--- src/rtl/pbit_field_accum.sv ---
// Local-field accumulator for one p-bit: I = h + sum_j(J_j * m_j), sign-magnitude,
// saturating on magnitude overflow. One term per accepted handshake, K terms per run.
module pbit_field_accum #(
  parameter int Q     = 15,
  parameter int N     = 32,
  parameter int K     = 8,
  parameter int CNT_W = 4
) (
  input  logic         clk,
  input  logic         rst,
  input  logic         start,
  input  logic [N-1:0] bias,
  input  logic         term_valid,
  output logic         term_ready,
  input  logic [N-1:0] weight_in,
  input  logic         spin_in,
  output logic         busy,
  output logic         done,
  output logic [N-1:0] field,
  output logic         sat
);

  generate
    if (K < 1 || (2 ** CNT_W) <= K || Q >= N - 1) begin : g_bad_params
      $error("pbit_field_accum: invalid K/CNT_W/Q");
    end
  endgenerate

  typedef enum logic [1:0] {S_IDLE, S_ACCUM, S_DONE} state_t;

  state_t         r_state, w_next;
  logic [N-1:0]   r_acc;
  logic [CNT_W-1:0] r_cnt;
  logic           r_sat_int;
  logic [N-1:0]   r_field;
  logic           r_sat;

  logic           w_accept, w_last;
  logic           w_a_sign, w_c_sign, w_r_sign, w_ovf;
  logic [N-2:0]   w_a_mag, w_c_mag, w_r_mag;
  logic [N-1:0]   w_sum;
  logic [N-1:0]   w_res;
  logic [N-1:0]   w_bias_n;

  assign w_accept = term_valid & term_ready;
  assign w_last   = (r_cnt == CNT_W'(K - 1));

  // Spin -1 flips the weight sign; a zero magnitude always carries sign 0.
  assign w_a_sign = r_acc[N-1];
  assign w_a_mag  = r_acc[N-2:0];
  assign w_c_mag  = weight_in[N-2:0];
  assign w_c_sign = (weight_in[N-1] ^ ~spin_in) & (|w_c_mag);
  assign w_bias_n = {bias[N-1] & (|bias[N-2:0]), bias[N-2:0]};
  assign w_sum    = {1'b0, w_a_mag} + {1'b0, w_c_mag};

  always_comb begin
    w_ovf    = 1'b0;
    w_r_mag  = '0;
    w_r_sign = 1'b0;
    if (w_a_sign == w_c_sign) begin
      w_r_sign = w_a_sign;
      if (w_sum[N-1]) begin
        w_r_mag = '1;
        w_ovf   = 1'b1;
      end else begin
        w_r_mag = w_sum[N-2:0];
      end
    end else if (w_a_mag > w_c_mag) begin
      w_r_mag  = w_a_mag - w_c_mag;
      w_r_sign = w_a_sign;
    end else if (w_c_mag > w_a_mag) begin
      w_r_mag  = w_c_mag - w_a_mag;
      w_r_sign = w_c_sign;
    end
    if (w_r_mag == '0) w_r_sign = 1'b0;
  end

  assign w_res = {w_r_sign, w_r_mag};

  always_comb begin
    w_next     = r_state;
    term_ready = 1'b0;
    busy       = 1'b0;
    done       = 1'b0;
    case (r_state)
      S_IDLE: begin
        if (start) w_next = S_ACCUM;
      end
      S_ACCUM: begin
        term_ready = 1'b1;
        busy       = 1'b1;
        if (w_accept && w_last) w_next = S_DONE;
      end
      S_DONE: begin
        busy   = 1'b1;
        done   = 1'b1;
        w_next = S_IDLE;
      end
      default: w_next = S_IDLE;
    endcase
  end

  always_ff @(posedge clk or posedge rst) begin
    if (rst) begin
      r_state   <= S_IDLE;
      r_acc     <= '0;
      r_cnt     <= '0;
      r_sat_int <= 1'b0;
      r_field   <= '0;
      r_sat     <= 1'b0;
    end else begin
      r_state <= w_next;
      case (r_state)
        S_IDLE: begin
          if (start) begin
            r_acc     <= w_bias_n;
            r_cnt     <= '0;
            r_sat_int <= 1'b0;
          end
        end
        S_ACCUM: begin
          if (w_accept) begin
            r_acc     <= w_res;
            r_cnt     <= r_cnt + 1'b1;
            r_sat_int <= r_sat_int | w_ovf;
            // Result is latched on the final accept so it is visible during DONE.
            if (w_last) begin
              r_field <= w_res;
              r_sat   <= r_sat_int | w_ovf;
            end
          end
        end
        default: ;
      endcase
    end
  end

  assign field = r_field;
  assign sat   = r_sat;

endmodule

--- config.mk ---
export PLATFORM = sky130hd
export DESIGN_NAME = pbit_field_accum
export DESIGN_NICKNAME = d
export VERILOG_FILES = /design/src/rtl/pbit_field_accum.sv
export SDC_FILE = /design/constraint.sdc
export NUM_CORES = 1
export LEC_CHECK = 0
export ABC_AREA = 1
export BUFFER_PORTS_ARGS = -buffer_cell sky130_fd_sc_hd__buf_4
export CAP_MARGIN = 20
export CORE_AREA = 2 2 214 216
export DETAILED_ROUTE_END_ITERATION = 10
export DIE_AREA = 0 0 216 218
export GPL_TIMING_DRIVEN = 0
export SLEW_MARGIN = 25
export SYNTH_ARGS = -nofsm -noshare
export SYNTH_HDL_FRONTEND = slang
export SYNTH_SLANG_ARGS = --single-unit
export TNS_END_PERCENT = 20
--- constraint.sdc ---
create_clock -name clk -period 3.35 [get_ports clk]
set_clock_uncertainty 0.1 [all_clocks]
set_input_delay 0 -clock clk [delete_from_list [all_inputs] [get_ports clk]]
set_output_delay 0 -clock clk [all_outputs]
set_load 0.05 [all_outputs]
==> results by group, run 1 <==
Run status
  – Status: finished clean

Power and ir drop
  – Pleak: around 0.008 uW
  – Pwr/cell area: 1150 mW/mm2
  – Max IR drop VDD: ~630 uV
  – Total Power: around 17000 uW

Routing
  – Routed len/inst: ~18 um
  – DR vias: between 10000 and 15000
  – Drt via density: ~4.8
  – Initial drt markers: between 1000 and 1500
  – Drt pass-1 iters: 5
  – Drc violations: 0
  – WL final: 50300 um
  – Post-route ant nets: 0

Synthesis
  – Post-Syn Nets: just over 2000
  – Leading area contributor after synthesis: nand2_1
  – Synth top cells by count: nand2_1 (684), inv_1 (304), nand3_1 (121)
  – YS warnings: 0
  – Flops & latches, synth: between 70 and 80
  – Async SR Flop Fraction: 1.00
  – Synth top area share: 0.231
  – Synth Flop Type: dfrtp_1
  – Top post-synthesis cells by area: nand2_1 (23%), dfrtp_1 (16%), ha_1 (12%), inv_1 (10%), nand3_1 (5.5%)
  – Register area share after synthesis: 0.162
  – Yosys cell types: 46
  – Count leader, synth: nand2_1
  – Syn Inst Count: between 1500 and 2000
  – Area of the mapped netlist: around 0.011 mm2
  – Average cell area after synthesis: about 5.8 um2
  – EDFF count, synth: 0

Global route
  – Largest net degree at the start of global routing: 45
  – First-pass GRT wire length: around 73000 um
  – Total GRT Usage: 0.206
  – Initial antenna violation count: 0
  – GRT overflow: 0
  – Vias in the first global route: roughly 13000

Timing
  – Final Max Tran Viols: 0
  – Setup violations, final: 0
  – Worst-Margin Slew: around 0.8 ns
  – Period minus WS final: roughly 3.3 ns
  – Final period util: 0.977
  – Hold Fails Final Rpt: 0
  – Hold Slack: 0.00667 ns
  – Max frequency: between 300 and 400 MHz
  – Max transition margin: 0.467
  – RSZ-0062 raised after global routing: yes

Worst setup path
  – Worst-path fanout max: 8
  – Crit start category: register
  – Critical Path End Type: register
  – Worst path required time: around 3.5 ns
  – Setup CP Type: reg -> reg
  – CP Data Arrival Time: 3.44 ns

Clock network
  – CTS buffer count: 9
  – Htree depth: 3
  – Max clock buf depth: 2
  – Clk slew on worst S/H paths: around 0.070 ns
  – CTS root buf: clkbuf_16
  – CTS tree: built
  – CTS sink cnt: about 70
  – Clk Latency, worst-skew pair: between 0.3 and 0.4 ns

Floorplanning
  – Row count: just under 80
  – Core area: roughly 0.045 mm2
  – Die Footprint: between 0.04 and 0.05 mm2
  – Initial Util: 0.247
  – Chip Width: roughly 220 um
  – Die Height: roughly 220 um
  – IO Pins: between 100 and 150

Cells and area
  – Footprint of the multi-input gates: ~0.0083 mm2
  – # nets final: between 2000 and 2500
  – Design area: ~0.015 mm2
  – Reg area: about 0.0018 mm2
  – Area growth, synth to finish: 33.9%
  – N_diodes: 0
  – Fillers: 5000
  – Fin cells: ~2700
  – Fin util: 0.331
  – Share of cells above drive strength 1: 0.227

Place
  – Port buffer count: between 100 and 150
  – Placed insts: ~2600
  – GPL Wtd Cong: between 1 and 1.5
  – Post-Place Cell Area: approximately 0.013 mm2
  – Dpl hpwl: between 40000 and 50000 um

Run
  – Max-cap violations: 0

Worst hold path
  – Hold crit path type: in -> reg
## layer usage
| layer | global-route usage | share of wire |
|---|---|---|
| met1 | 0.250 | 0.41 |
| met5 | 0 | 0 |
| met3 | 0.0248 | 0.057 |
| met2 | 0.348 | 0.47 |
| met4 | 0.124 | 0.065 |
## layout by cell type (no fill, tap or decap), types with 9 or more instances in the layout
cell type / instances
nand3_2: 20
nand2_4: 20
a21oi_2: 16
clkbuf_1: 16
buf_4: 179
nor2_2: 12
nand3_1: 101
a21oi_1: 93
o22ai_1: 29
xor2_1: 42
dfrtp_1: 69
nor2_4: 16
clkbuf_16: 11
ha_1: 96
nor2_1: 102
dlygate4sd3_1: 34
inv_2: 18
buf_6: 27
inv_1: 295
a21oi_4: 9
nand4_1: 27
o21ai_0: 82
nand2_2: 87
nand2_1: 611
## path summary, 6_finish.rpt
kind	slack, ns	from	end	cells past startpoint
worst max-delay path	0.08	r_acc[22]	r_acc[31]	23
worst min-delay path	0.007	term_valid	r_sat_int	5
worst max register to register	0.08	r_acc[22]	r_acc[31]	23
worst min register to register	0.39	field[5]	field[5]	2
max in group asynchronous	2.45	rst	field[5]	4
min in group asynchronous	0.12	rst	r_acc[23]	3
## flip-flops by register name, summed over array words and instances, names as in the netlist
register and cells:
r_acc 32, field 32, r_sat_int 1, sat 1
r_state 2, r_cnt 4
## per-stage QoR
stage                     setup TNS [ns]  worst slack (ns)
after detailed placement           -2.15            -0.383
after floorplan                        0             0.711
after global placement             -1.39            -0.400
after CTS                        -0.0209           -0.0209
after global routing             -0.0525           -0.0525
final                                  0            0.0778
## power breakdown
| group | switching (uW) | internal, uW |
|---|---|---|
| Combinational | 9390 | 4950 |
| Sequential | 347 | 1300 |
| Clock | 419 | 667 |
## worst max-delay path, stage by stage, from the launching register on
cell     delay, ns
dfrtp_1       0.41
ha_1          0.30
buf_6         0.16
nand2_1       0.08
nand2_2       0.08
a21oi_2       0.17
nand2_2       0.10
a21oi_4       0.27
nand2_8       0.12
nand2_8       0.12
inv_4         0.07
buf_8         0.14
nand2_1       0.07
nand3_2       0.14
nand2_2       0.14
nand2_1       0.06
nor2_1        0.10
nand2_1       0.08
nor2_2        0.15
nand2_1       0.07
nand2_1       0.08
nand2_1       0.05
nand2_1       0.06
nand2_1       0.04
## final cells by class
class / count / share of cell area
multi-input cells: 1441 / 0.561
well taps: 600 / 0.0505
inverters: 331 / 0.0868
repair buffers: 221 / 0.125
flip-flops and latches: 72 / 0.122
plain buffers: 57 / 0.0344
clock inverters: 5 / 0.00547
clock buffers: 10 / 0.0161
## logic make-up after synthesis
family,share of synthesized area
and+or+nand+nor,0.399
buffers and inverters,0.151
AOI/OAI and AO/OA,0.131
adders and majority gates,0.122
DFF,0.162
xor gates and xnor gates,0.0355
## timing repair
| action | CTS | global route |
|---|---|---|
| setup buffers | 5 | 74 |
| endpoints found under the setup margin | 33 | 2 |
| hold endpoints to repair | 107 | 0 |
| pin swaps | 3 | 52 |
| gates resized for setup | 33 | 194 |
| cloned | 0 | 3 |
| hold buffers | 34 | 0 |
Note: power is estimated with default switching activity, not from simulation.
==> run 2: changes to the inputs <==
BUFFER_PORTS_ARGS = not set   (was -buffer_cell sky130_fd_sc_hd__buf_4)
DONT_BUFFER_PORTS = 1   (was not set)
==> run 2 against run 1 <==
Compared with the run above:
- utilization down 2.3 points
- via count down 3.6%
- maximum frequency decreased by 0.52%
- sequential share of layout area increased by 0.93 points
- largest cell class unchanged
==> results by group, run 2 (same netlist as run 1, synthesis figures left out) <==
Run status
  – Status: finished clean

Worst setup path
  – Worst setup path start: r_acc[26]
  – Critical Path End Type: register
  – Critical Path Sink: r_acc[31]
  – Crit start category: register
  – R2R cell count: 23 (unchanged)
  – Worst-path cell chain: ha_1 -> buf_6 -> inv_2 -> a21oi_2 -> o21ai_1 -> nand2_1 -> nand3_1 -> nor2_2 -> nand2_4 -> nor2_4 -> buf_8 -> clkbuf_16 -> nand3_2 -> nand2_1 -> nand2_1 -> nor2_1 -> nand2_2 -> nor2_4 -> nand2_1 -> nand2_2 -> nand2_1 -> nand2_1 -> nand2_1
  – Setup CP Type: reg -> reg
  – Crit-path slowest cell: dfrtp_1
  – Worst path required time: 3.50 ns (-0.02 ns)
  – CP max stage delay: 0.43 ns (+0.02 ns)
  – Largest delay share family, worst path: simple AND/OR/NAND/NOR gates
  – Reg-to-Reg End: r_acc[31]
  – CP bufs+invs: 4 (+1)
  – Critical R2R Launch: r_acc[26]
  – Worst-path fanout max: 7 (-1)
  – Critical path depth: 23 (unchanged)
  – Register-to-register setup slack: 0.06 ns (-0.02 ns)
  – CP Data Arrival Time: 3.44 ns (about the same)
  – Most frequent CP cell: nand2_1

Cells and area
  – Share of cells above drive strength 1: 0.173 (-0.0541)
  – Design area: 0.0138 mm2 (-7.1%)
  – Most frequent cells in the layout: nand2_1 (628), inv_1 (293), nand3_1 (106)
  – Leading cell type in the layout, fill and taps excluded: nand2_1
  – Fin util: 0.308 (-0.0234)
  – Fin cells: 2613 (-4.5%)
  – N_diodes: 0 (unchanged)
  – Area growth, synth to finish: 24.4%
  – # nets final: 2183 (-5.4%)
  – Fillers: 5068 (+1.4%)

Clock network
  – Max clock buf depth: 2 (unchanged)
  – CTS root buf: clkbuf_16
  – CTS sink cnt: 72 (unchanged)
  – Clk Latency, worst-skew pair: 0.36 ns (about the same)
  – CTS tree: built
  – Clk slew on worst S/H paths: 0.07 ns (about the same)
  – CTS buffer count: 9 (unchanged)
  – Htree depth: 3 (unchanged)

Floorplanning
  – Row count: 78 (unchanged)
  – IO Pins: 105 (unchanged)
  – Die Height: 218 um (unchanged)
  – Initial Util: 0.247 (unchanged)
  – Core area: 0.0449 mm2 (unchanged)
  – Chip Width: 216 um (unchanged)
  – Die Footprint: 0.0471 mm2 (unchanged)

Routing
  – Drc violations: 0 (unchanged)
  – DR vias: 12800 (-3.6%)
  – Post-route ant nets: 0 (unchanged)
  – Drt pass-1 iters: 8 (+3)
  – Drt via density: 4.89 (+0.98%)
  – WL final: 50600 um (+0.51%)
  – Routed len/inst: 19.4 um (+5.3%)
  – Initial drt markers: 1047 (-11%)

Power and ir drop
  – Pleak: 0.00726 uW (-8.8%)
  – Total Power: 16200 uW (-5.3%)
  – Max IR drop VDD: 665 uV (+5.2%)
  – Pwr/cell area: 1170 mW/mm2 (+1.9%)

Timing
  – Setup violations, final: 0 (unchanged)
  – Max transition margin: 0.464 (-0.00387)
  – Final Max Tran Viols: 0 (unchanged)
  – Worst-Margin Slew: 0.805 ns (+0.00580 ns)
  – Hold Fails Final Rpt: 0 (unchanged)
  – Setup ws final: 0.0606 ns (-0.0172 ns)
  – RSZ-0062 raised after global routing: yes
  – Period minus WS final: 3.29 ns (+0.0172 ns)
  – Final period util: 0.982 (+0.00515)
  – Max frequency: 304 MHz (-0.52%)

Run
  – Max-cap violations: 0 (unchanged)

Worst hold path
  – Hold path depth: 5 (unchanged)
  – Hold_sp: weight_in[1]
  – Hold crit path type: in -> reg

Global route
  – First-pass GRT wire length: 73300 um (+0.37%)
  – Vias in the first global route: 12300 (-3.6%)
  – Largest net degree at the start of global routing: 38 (-16%)
  – Initial antenna violation count: 0 (unchanged)
  – GRT overflow: 0 (unchanged)
  – Total GRT Usage: 0.207 (+0.00145)

Place
  – Post-Place Cell Area: 0.0119 mm2 (-6.2%)
  – Placed insts: 2503 (-4.0%)
  – Port buffer count: 0 (-100%)
  – Setup WS pre-CTS: -0.586 ns (-0.203 ns)
  – Dpl hpwl: 41700 um (+1.0%)
  – GPL Wtd Cong: 0.982 (-4.1%)
-- run 2: cell count changes in the layout (fill, tap and decap cells not counted), moves of 5 or more --
cell,delta
a21oi_2,+6
nand2_4,-6
a21oi_1,-5
nand3_1,+5
nand2_2,-11
nand2_1,+17
buf_4,-124
-- run 2: tightest hold or removal path, cell delays in order --
cell and delay [ns]:
fa_1 0.17, inv_1 0.05, nand2_1 0.07, a21oi_1 0.07, o22ai_1 0.10
-- run 2: stage by stage --
stage | hold WS (ns) | TNS (ns)
2_1_floorplan | 0.0546 | 0
3_3_place_gp | 0.0688 | -15.09
3_5_place_dp | -0.175 | -16.50
4_1_cts | 0.0204 | -0.0388
5_1_grt | 0.0924 | -0.127
6_report | 0.0430 | 0
-- run 2: per-layer routing --
metal | up-vias | global-route usage | wire [um]
li1 | 6136 | - | -
met1 | 5990 | 0.251 | 20800
met2 | 509 | 0.363 | 23900
met3 | 131 | 0.0227 | 3000
met4 | 0 | 0.104 | 2840
met5 | - | 0 | 0
-- run 2: repair_timing --
item                                   in CTS  in global routing
endpoints found under the hold margin     110                  0
gates resized for setup                    36                170
cloned                                      0                  5
pin swaps                                   3                 44
setup buffers                               5                 49
setup endpoints to repair                  48                 28
hold buffers                               35                  0
-- run 2: report_power, final --
group,switching (uW),internal [uW]
Combinational,8450,4370
Sequential,1060,1290
Clock,425,582
-- run 2: cell type report --
class	count	area, um2	share of cell area
clock inverter	7	78.8	0.00571
sequential	72	1810	0.131
multi-input combinational	1441	8260	0.598
clock buffer	9	225	0.0163
tap	600	751	0.0544
timing repair buffer	95	877	0.0635
inverter	331	1280	0.0929
buffer	58	523	0.0379
-- run 2: worst min path at each step --
stage / end / slack [ns]
2_1_floorplan: r_acc[0] / 0.05
3_3_place_gp: r_acc[0] / 0.07
3_5_place_dp: field[30] / -0.18
4_1_cts: r_acc[1] / 0.02
5_1_grt: field[30] / 0.09
6_report: r_acc[1] / 0.04
==> run 3: changes to the inputs <==
==> constraint.sdc (replaced) <==
create_clock -name clk -period 3.35 [get_ports clk]
set_clock_uncertainty 0.1 [all_clocks]
set_input_delay 0.1675 -clock clk [delete_from_list [all_inputs] [get_ports clk]]
set_output_delay 0.1675 -clock clk [all_outputs]
set_load 0.05 [all_outputs]
==> run 3 against run 2 <==
Compared with the run above:
- final cell count shrank 0.31%
- sequential share of layout area grew 0.085 points
- total power shrank 0.64%
- clock power is essentially flat
- sequential power is essentially flat
- critical path depth is the same
- die area is the same
- design area shrank 0.72%
- utilization shrank 0.22 points
- highest routed layer unchanged
- flip-flop and latch count is the same
- worst hold slack lost 0.037 ns
==> results by group, run 3 (same netlist as run 1, synthesis figures left out) <==
Run status
  – Status: finished clean

Timing
  – Final period util: 0.979 (-0.00315)
  – Max transition margin: 0.503 (+0.0391)
  – RSZ-0062 raised after global routing: yes
  – Max frequency: 305 MHz (+0.32%)
  – Setup ws final: 0.0711 ns (+0.0105 ns)
  – Final Max Tran Viols: 0 (unchanged)
  – Worst-Margin Slew: 0.746 ns (-0.0587 ns)
  – Setup violations, final: 0 (unchanged)
  – Period minus WS final: 3.28 ns (-0.0105 ns)
  – Hold Fails Final Rpt: 0 (unchanged)

Worst setup path
  – Worst-path fanout max: 8 (+1)
  – CP Data Arrival Time: 3.43 ns (about the same)
  – Critical Path End Type: register
  – Setup CP Type: reg -> reg
  – Worst path required time: 3.51 ns (about the same)
  – Crit start category: register

Cells and area
  – Area growth, synth to finish: 23.5%
  – Fillers: 5071 (+0.059%)
  – N_diodes: 0 (unchanged)
  – # nets final: 2175 (-0.37%)
  – Fin cells: 2605 (-0.31%)
  – Leading cell type in the layout, fill and taps excluded: nand2_1
  – Share of cells above drive strength 1: 0.171 (-0.00180)
  – Most frequent cells in the layout: nand2_1 (626), inv_1 (293), nand3_1 (107)

Floorplanning
  – IO Pins: 105 (unchanged)
  – Initial Util: 0.247 (unchanged)
  – Die Footprint: 0.0471 mm2 (unchanged)
  – Core area: 0.0449 mm2 (unchanged)
  – Chip Width: 216 um (unchanged)
  – Row count: 78 (unchanged)
  – Die Height: 218 um (unchanged)

Run
  – Max-cap violations: 0 (unchanged)

Global route
  – Largest net degree at the start of global routing: 38 (unchanged)
  – Total GRT Usage: 0.207 (unchanged)
  – Initial antenna violation count: 0 (unchanged)
  – Vias in the first global route: 12300 (-0.27%)
  – GRT overflow: 0 (unchanged)
  – First-pass GRT wire length: 73300 um (about the same)

Routing
  – Routed met1 length: 20400 um (-2.0%)
  – Met2 WL: 23900 um (-0.35%)
  – Routed len/inst: 19.2 um (-0.63%)
  – WL final: 50100 um (-0.94%)
  – Post-route ant nets: 0 (unchanged)
  – DR vias: 12700 (-0.49%)
  – Metal3 WL: 3070 um (+2.3%)
  – Initial drt markers: 1028 (-1.8%)
  – Drc violations: 0 (unchanged)
  – Drt pass-1 iters: 7 (-1)
  – Drt via density: 4.88 (-0.18%)
  – DR top layer: met4

Place
  – Dpl hpwl: 41700 um (unchanged)
  – GPL Wtd Cong: 0.982 (unchanged)
  – Setup WS pre-CTS: -0.586 ns (unchanged)
  – Port buffer count: 0 (unchanged)
  – Placed insts: 2503 (unchanged)

Clock network
  – CTS sink cnt: 72 (unchanged)
  – Clk slew on worst S/H paths: 0.06 ns (about the same)
  – CTS root buf: clkbuf_16
  – CTS buffer count: 9 (unchanged)
  – Htree depth: 3 (unchanged)
  – CTS tree: built
  – Max clock buf depth: 2 (unchanged)
  – Clk Latency, worst-skew pair: 0.37 ns (about the same)

Power and ir drop
  – Pwr/cell area: 1170 mW/mm2 (about the same)
  – Max IR drop VDD: 664 uV (-0.18%)
  – Total Power: 16100 uW (-0.64%)
  – Pleak: 0.00722 uW (-0.55%)

Worst hold path
  – Hold crit path type: in -> reg
[run 3: area by class of cell]
cell class,count,area [um2],area share
Clock inverter,7,78.8,0.00575
Sequential cell,72,1810,0.132
Timing Repair Buffer,87,810,0.0591
Inverter,331,1280,0.0936
Multi-Input combinational cell,1441,8230,0.601
Buffer,58,523,0.0382
Tap cell,600,751,0.0548
Clock buffer,9,225,0.0164
[run 3: power breakdown]
part           switching [uW]  internal, uW
clock                     428           583
combinational            8380          4340
sequential               1050          1280
total                    9860          6210
[run 3: final timing paths]
check                      slack, ns      start   endpoint  cells past startpoint
min reg2reg                     0.41   r_cnt[0]   r_cnt[0]                      1
max                             0.07  r_acc[22]  r_acc[31]                     23
min                            0.006   bias[18]  r_acc[18]                      2
min in group asynchronous       0.22        rst  field[29]                      2
max in group asynchronous       2.34        rst   r_acc[1]                      3
max reg2reg                     0.07  r_acc[22]  r_acc[31]                     23
[run 3: per-stage QoR]
| step | utilization | hold slack [ns] | TNS [ns] | instance area, um2 |
|---|---|---|---|---|
| final | 0.305 | 0.00563 | 0 | 13700 |
| after CTS | 0.282 | 0.000218 | -0.0388 | 12600 |
| after detailed placement | 0.264 | -0.00768 | -16.50 | 11900 |
| after floorplan | - | 0.222 | 0 | 11100 |
| after global routing | 0.305 | 0.0469 | -0.103 | 13700 |
| after global placement | 0.264 | 0.236 | -15.09 | 11800 |
[run 3: worst max-delay path, cell delays in order, from the launching register on]
cell	delay [ns]
dfrtp_1	0.43
ha_1	0.32
buf_6	0.16
nand2_1	0.08
nand2_2	0.09
a21oi_4	0.15
nand2_2	0.09
a21oi_4	0.27
nand2_8	0.11
nand2_8	0.11
inv_4	0.07
clkbuf_16	0.16
nand2_1	0.08
nand3_2	0.15
nand2_1	0.13
nand2_1	0.07
nor2_1	0.09
nand2_1	0.09
nor2_4	0.13
nand2_1	0.07
nand2_2	0.06
nand2_1	0.04
nand2_1	0.06
nand2_1	0.04
[run 3: what timing repair did]
action / 4_1_cts / 5_1_grt
hold buffers: 30 / 0
gates cloned: 0 / 3
pin swaps: 3 / 43
buffers inserted: 5 / 48
endpoints found under the hold margin: 72 / 0
endpoints found under the setup margin: 48 / 28
gates resized for setup: 36 / 166
[run 3: metal layers]
metal	up-vias	global-route usage
met5	-	0
met4	0	0.104
met3	126	0.0233
met2	483	0.363
met1	5972	0.252
li1	6123	-
